File: config.mk
export PLATFORM = sky130hd
export DESIGN_NAME = neuron_accumulator_flat
export DESIGN_NICKNAME = d
export VERILOG_FILES = /design/src/rtl/neuron_accumulator_if.sv /design/src/rtl/neuron_accumulator.sv /design/src/flat_wrapper.sv
export SDC_FILE = /design/constraint.sdc
export NUM_CORES = 1
export LEC_CHECK = 0
export BUFFER_PORTS_ARGS = -buffer_cell sky130_fd_sc_hd__clkbuf_2
export CAP_MARGIN = 40
export CORE_MARGIN = 10
export CORE_UTILIZATION = 40
export DETAILED_ROUTE_END_ITERATION = 12
export GPL_ROUTABILITY_DRIVEN = 1
export HOLD_SLACK_MARGIN = 0.06
export PLACE_DENSITY = 0.6
export REMOVE_ABC_BUFFERS = 1
export SYNTH_ARGS = -nofsm -noshare
export SYNTH_HDL_FRONTEND = slang
export SYNTH_SLANG_ARGS = --single-unit
File: constraint.sdc
create_clock -name clk -period 2.6 [get_ports clk]
set_clock_uncertainty 0.05 [all_clocks]
set_input_delay 0.52 -clock clk [delete_from_list [all_inputs] [get_ports clk]]
set_output_delay 0.52 -clock clk [all_outputs]
set_load 0.03 [all_outputs]
File: src/rtl/neuron_accumulator_if.sv
// Handshake bundle between the neuron datapath (master) and neuron_accumulator (slave).
interface neuron_accumulator_if #(
    parameter int num_width = 8,
    parameter int acc_width = 24
);
    logic                   start;
    logic [acc_width-1:0]   bias_in;
    logic                   prod_valid;
    logic [2*num_width-1:0] prod_in;
    logic                   prod_ready;
    logic [acc_width-1:0]   acc_out;
    logic                   out_valid;
    logic                   out_ready;
    logic                   busy;
    logic                   overflow;

    modport master (
        output start, bias_in, prod_valid, prod_in, out_ready,
        input  prod_ready, acc_out, out_valid, busy, overflow
    );

    modport slave (
        input  start, bias_in, prod_valid, prod_in, out_ready,
        output prod_ready, acc_out, out_valid, busy, overflow
    );
endinterface

File: src/rtl/neuron_accumulator.sv
// Sums num_inputs unsigned products on top of a bias, one neuron per start pulse.
// Define ACC_SATURATE_EN to clamp on carry out and flag overflow; otherwise the sum wraps.
module neuron_accumulator #(
    parameter int num_width  = 8,
    parameter int num_inputs = 16,
    parameter int acc_width  = 24
) (
    input  logic                 clk,
    input  logic                 reset,
    neuron_accumulator_if.slave  bus
);
    localparam int CW = $clog2(num_inputs + 1);

    typedef enum logic [1:0] {IDLE, ACCUM, DONE} state_t;

    state_t               state_q;
    logic [acc_width-1:0] acc_q, acc_d, acc_out_q;
    logic [CW-1:0]        count_q;
    logic                 prod_ready_q, out_valid_q, busy_q, overflow_q, overflow_d;
    logic                 beat, last;

    assign beat = bus.prod_valid & prod_ready_q;
    assign last = (count_q == CW'(num_inputs - 1));

`ifdef ACC_SATURATE_EN
    logic [acc_width:0] sum;
    assign sum        = {1'b0, acc_q} + (acc_width+1)'(bus.prod_in);
    // Once clamped, stay clamped for the rest of this accumulation.
    assign overflow_d = overflow_q | sum[acc_width];
    assign acc_d      = overflow_d ? '1 : sum[acc_width-1:0];
`else
    assign acc_d      = acc_q + acc_width'(bus.prod_in);
    assign overflow_d = 1'b0;
`endif

    always_ff @(posedge clk or negedge reset) begin
        if (!reset) begin
            state_q      <= IDLE;
            acc_q        <= '0;
            acc_out_q    <= '0;
            count_q      <= '0;
            prod_ready_q <= 1'b0;
            out_valid_q  <= 1'b0;
            busy_q       <= 1'b0;
            overflow_q   <= 1'b0;
        end else begin
            case (state_q)
                IDLE: if (bus.start) begin
                    acc_q        <= bus.bias_in;
                    count_q      <= '0;
                    overflow_q   <= 1'b0;
                    prod_ready_q <= 1'b1;
                    busy_q       <= 1'b1;
                    state_q      <= ACCUM;
                end
                ACCUM: if (beat) begin
                    acc_q      <= acc_d;
                    count_q    <= count_q + CW'(1);
                    overflow_q <= overflow_d;
                    if (last) begin
                        acc_out_q    <= acc_d;
                        prod_ready_q <= 1'b0;
                        out_valid_q  <= 1'b1;
                        state_q      <= DONE;
                    end
                end
                // start is deliberately ignored here; a restart needs an IDLE cycle.
                DONE: if (bus.out_ready) begin
                    out_valid_q <= 1'b0;
                    busy_q      <= 1'b0;
                    state_q     <= IDLE;
                end
                default: state_q <= IDLE;
            endcase
        end
    end

    assign bus.prod_ready = prod_ready_q;
    assign bus.acc_out    = acc_out_q;
    assign bus.out_valid  = out_valid_q;
    assign bus.busy       = busy_q;
    assign bus.overflow   = overflow_q;
endmodule

File: src/flat_wrapper.sv
// flat-port wrapper written by rule: the top's interface ports become plain ports
module neuron_accumulator_flat 
#(
    parameter int num_width  = 8,
    parameter int num_inputs = 16,
    parameter int acc_width  = 24
)
  (clk, reset, bus_start, bus_bias_in, bus_prod_valid, bus_prod_in, bus_out_ready, bus_prod_ready, bus_acc_out, bus_out_valid, bus_busy, bus_overflow);
  neuron_accumulator_if #(.num_width(num_width), .acc_width(acc_width)) bus_i ();
  input  logic clk;
  input  logic reset;
  input wire logic [$bits(bus_i.start)-1:0] bus_start;
  input wire logic [$bits(bus_i.bias_in)-1:0] bus_bias_in;
  input wire logic [$bits(bus_i.prod_valid)-1:0] bus_prod_valid;
  input wire logic [$bits(bus_i.prod_in)-1:0] bus_prod_in;
  input wire logic [$bits(bus_i.out_ready)-1:0] bus_out_ready;
  output wire logic [$bits(bus_i.prod_ready)-1:0] bus_prod_ready;
  output wire logic [$bits(bus_i.acc_out)-1:0] bus_acc_out;
  output wire logic [$bits(bus_i.out_valid)-1:0] bus_out_valid;
  output wire logic [$bits(bus_i.busy)-1:0] bus_busy;
  output wire logic [$bits(bus_i.overflow)-1:0] bus_overflow;
  assign bus_i.start = bus_start;
  assign bus_i.bias_in = bus_bias_in;
  assign bus_i.prod_valid = bus_prod_valid;
  assign bus_i.prod_in = bus_prod_in;
  assign bus_i.out_ready = bus_out_ready;
  assign bus_prod_ready = bus_i.prod_ready;
  assign bus_acc_out = bus_i.acc_out;
  assign bus_out_valid = bus_i.out_valid;
  assign bus_busy = bus_i.busy;
  assign bus_overflow = bus_i.overflow;
  neuron_accumulator #(.num_width(num_width), .num_inputs(num_inputs), .acc_width(acc_width)) u_core (.clk(clk), .reset(reset), .bus(bus_i));
endmodule
==> results.json <==
{
  "antenna_found_initial": 0,
  "grt_use_total_pct": 15.14,
  "synthSimpleGateAreaFrac_pct": 15.89,
  "multiInputGateArea_mm2": 0.002027,
  "critPathLaunchType": "flop",
  "p_per_area_mw_per_mm2": 1204,
  "arrival_ns": 2.63,
  "synth.area.mux_share_pct": 2.445,
  "syn_to_final_growth_pct": 25.25,
  "diodes": 0,
  "crit_chain": "ha_1, fa_1, a21o_1, a31o_2, o21ai_0, buf_4, xor2_1, a211oi_1, a21o_1",
  "rows": 34,
  "drt-total-wl_um": 9615,
  "async_flop_share_pct": 100.0,
  "ys_warn_count": 0,
  "chipWidth_um": 114.6,
  "register_area_mm2": 0.001451,
  "worst_hold_slack_ns": 0.1458,
  "first_pass_iters": 4,
  "drc": 0,
  "fmax_mhz": 407.5,
  "synth_edf_count": 0,
  "synth_top_flop_cell": "dfrtp_1",
  "synth_top_family_by_area": "compound AO/OA/AOI/OAI gates",
  "layout_min_cycle_time_ns": 2.454,
  "cts_tree": "done",
  "dp_hpwl_um": 7536,
  "netlist_area_mm2": 0.003582,
  "overflow": 0,
  "die_h_um": 114.6,
  "finalCritPeriodShare_pct": 94.39,
  "max-vdd-ir-drop_mv": 0.4930,
  "vias": 3254,
  "htree_num_levels": 3,
  "gp_congestion": 0.8373,
  "insertion_delay_ns": 0.34,
  "setup_viol": 0,
  "routed_via_density": 5.308,
  "p_leak_nw": 2.149,
  "path_common_cell": "a21o_1",
  "tightest_slew_ns": 0.8742,
  "crit_family": "compound AO/OA/AOI/OAI gates",
  "required_ns": 2.78,
  "design.core.area_mm2": 0.008721,
  "clock-root-buffer": "clkbuf_8",
  "drt_iter0_drc": 153,
  "synth_cells": 405,
  "syn_avg_cell_area_um2": 8.845,
  "grt_pass1_wl_um": 16280,
  "synth-adder-area-share_pct": 6.846,
  "slew_viol_final": 0,
  "crit_slowest_cell": "fa_1",
  "max_stage_delay_ns": 0.40,
  "cts_setup_buffers": 0,
  "drive_gt1_share_pct": 28.12,
  "final_area_mm2": 0.004487,
  "ys_ff_latch": 58,
  "placed_area_mm2": 0.004252,
  "place_ws_ns": -0.1520,
  "outcome": "complete, no violations",
  "hold_class": "input port to async pin",
  "path_buf_inv": 1,
  "clockBufferDepth": 2,
  "clkSinkCount": 58,
  "ys_seq_area_share_pct": 40.52,
  "hold_viol_final": 0,
  "fin_ws_ns": 0.1458,
  "ant_nets": 0,
  "path_class": "flop to flop",
  "fill_cells": 848,
  "synth_xor_area_share_pct": 5.379,
  "grt_pass1_vias": 3371,
  "path_clk_slew_ns": 0.07,
  "relSlewSlack_pct": 41.51,
  "end_kind": "flop",
  "wl_per_cell_um": 15.69,
  "final_net_count": 564,
  "port_buffers": 71,
  "rsz0062_at_grt": "false",
  "synth_compound_area_share_pct": 25.43,
  "io-pin-count": 73,
  "finalSetupTns_ns": 0,
  "start_util_pct": 41.08,
  "die_area_mm2": 0.01314,
  "numCtsBuffers": 9,
  "max_cap_violations": 0,
  "synth_cell_types": 58,
  "grt_max_degree": 31,
  "power_mw": 5.401,
  "critPathMaxFanout": 4
}
-- area by class of cell --
type,count,area share [%]
Inverter,6,0.5020
Clock buffer,10,3.067
Sequential cell,58,32.35
Clock inverter,6,1.785
Timing Repair Buffer,108,14.11
Multi-Input combinational cell,317,45.18
Tap cell,108,3.012
-- cells by family after synthesis --
family          after synthesis
compound gates              140
simple gates                127
flops                        58
buf+inv                      30
xor+xnor                     22
fa+ha+maj                    19
mux                           8
other cells                   1
-- placed cells by master, fill, tap and decap left out, types with 3 or more instances in the layout --
cell type  netlist  routed
a31oi_1          5       5
ha_1            18      18
nand2_1         64      64
nand3_1          4       4
o21ai_1          4       5
a21o_1           6       6
and3_1           9       9
buf_4            1      37
clkbuf_8         0      10
nor2_1          27      27
inv_1            6       6
clkinv_2         0       4
o21a_1           3       3
xor2_1           8       8
clkbuf_2         0      71
a21oi_1         38      38
nand4_1          7       7
a211oi_1         3       3
xnor2_1         14      14
o31ai_1          3       3
dfrtp_1         58      58
o211ai_1         3       3
mux2_2           6       6
nor3_1           5       4
o21ai_0         45      44
-- where the power goes --
part,leakage (nW),internal (mW),switching (mW)
Combinational,1.31,1.23,1.71
Sequential,0.727,1.25,0.272
Clock,0.116,0.559,0.378
Total,2.15,3.04,2.36
-- per-layer routing --
layer  wire [µm]  global-route usage (%)  vias to the layer above  part of all wire, %
met5           0                       0                        -                    0
met4         115                   4.428                        0                  1.2
met3         594                   4.088                       10                  6.2
met2        4496                   24.39                       76                   47
met1        4408                   19.32                     1514                   46
li1            -                       -                     1654                    -
-- per-stage QoR --
stage / utilization, % / instances
2_1_floorplan: - / 381
3_3_place_gp: 48.75 / 597
3_5_place_dp: 48.75 / 597
4_1_cts: 51.25 / 613
5_1_grt: 51.45 / 613
6_report: 51.45 / 613
-- Yosys cell counts, types with 7 or more instances --
library cell	number	area [µm²]
a21oi_1	38	190.2
and3_1	9	56.30
clkbuf_1	19	71.32
dfrtp_1	58	1451
ha_1	18	225.2
nand2_1	64	240.2
nand4_1	7	43.79
nor2_1	27	101.4
o21ai_0	45	225.2
xnor2_1	14	122.6
xor2_1	8	70.07
-- final timing paths --
path                                                       to  slack [ns]  cells after the start                                from
min in group clk                  u_core.acc_q[4]$_DFFE_PN0P_        0.36                      3                      bus_bias_in[4]
min reg2reg                u_core.bus.acc_out[20]$_DFFE_PN0P_        0.43                      2  u_core.bus.acc_out[20]$_DFFE_PN0P_
max reg2reg                       u_core.acc_q[8]$_DFFE_PN0P_        0.15                      9         u_core.acc_q[0]$_DFFE_PN0P_
max                               u_core.acc_q[8]$_DFFE_PN0P_        0.15                      9         u_core.acc_q[0]$_DFFE_PN0P_
max in group asynchronous        u_core.acc_q[20]$_DFFE_PN0P_        2.06                      2                               reset
min                         u_core.bus.acc_out[1]$_DFFE_PN0P_        0.15                      2                               reset
-- flip-flops by register name (all words and copies together), names as in the netlist --
signal and flops:
u_core.acc_q 24, u_core.state_q 2, u_core.bus.out_valid 1, u_core.bus.busy 1, u_core.bus.acc_out 24, u_core.count_q 5, u_core.bus.prod_ready 1
-- timing repair --
item | in CTS | in global routing
hold buffers | 0 | 0
gates resized for setup | 0 | 4
endpoints found under the setup margin | 0 | 4
-- worst register-to-register path, delay by kind of cell, from the launching register on --
kind / cells / cell delay [ns]
AO/OA/AOI/OAI: 5 / 0.95
XOR/XNOR: 1 / 0.20
adder cells (fa/ha/maj): 2 / 0.61
buffers and inverters: 1 / 0.16
flip-flops: 1 / 0.38
Note: power is estimated with default switching activity, not from simulation.
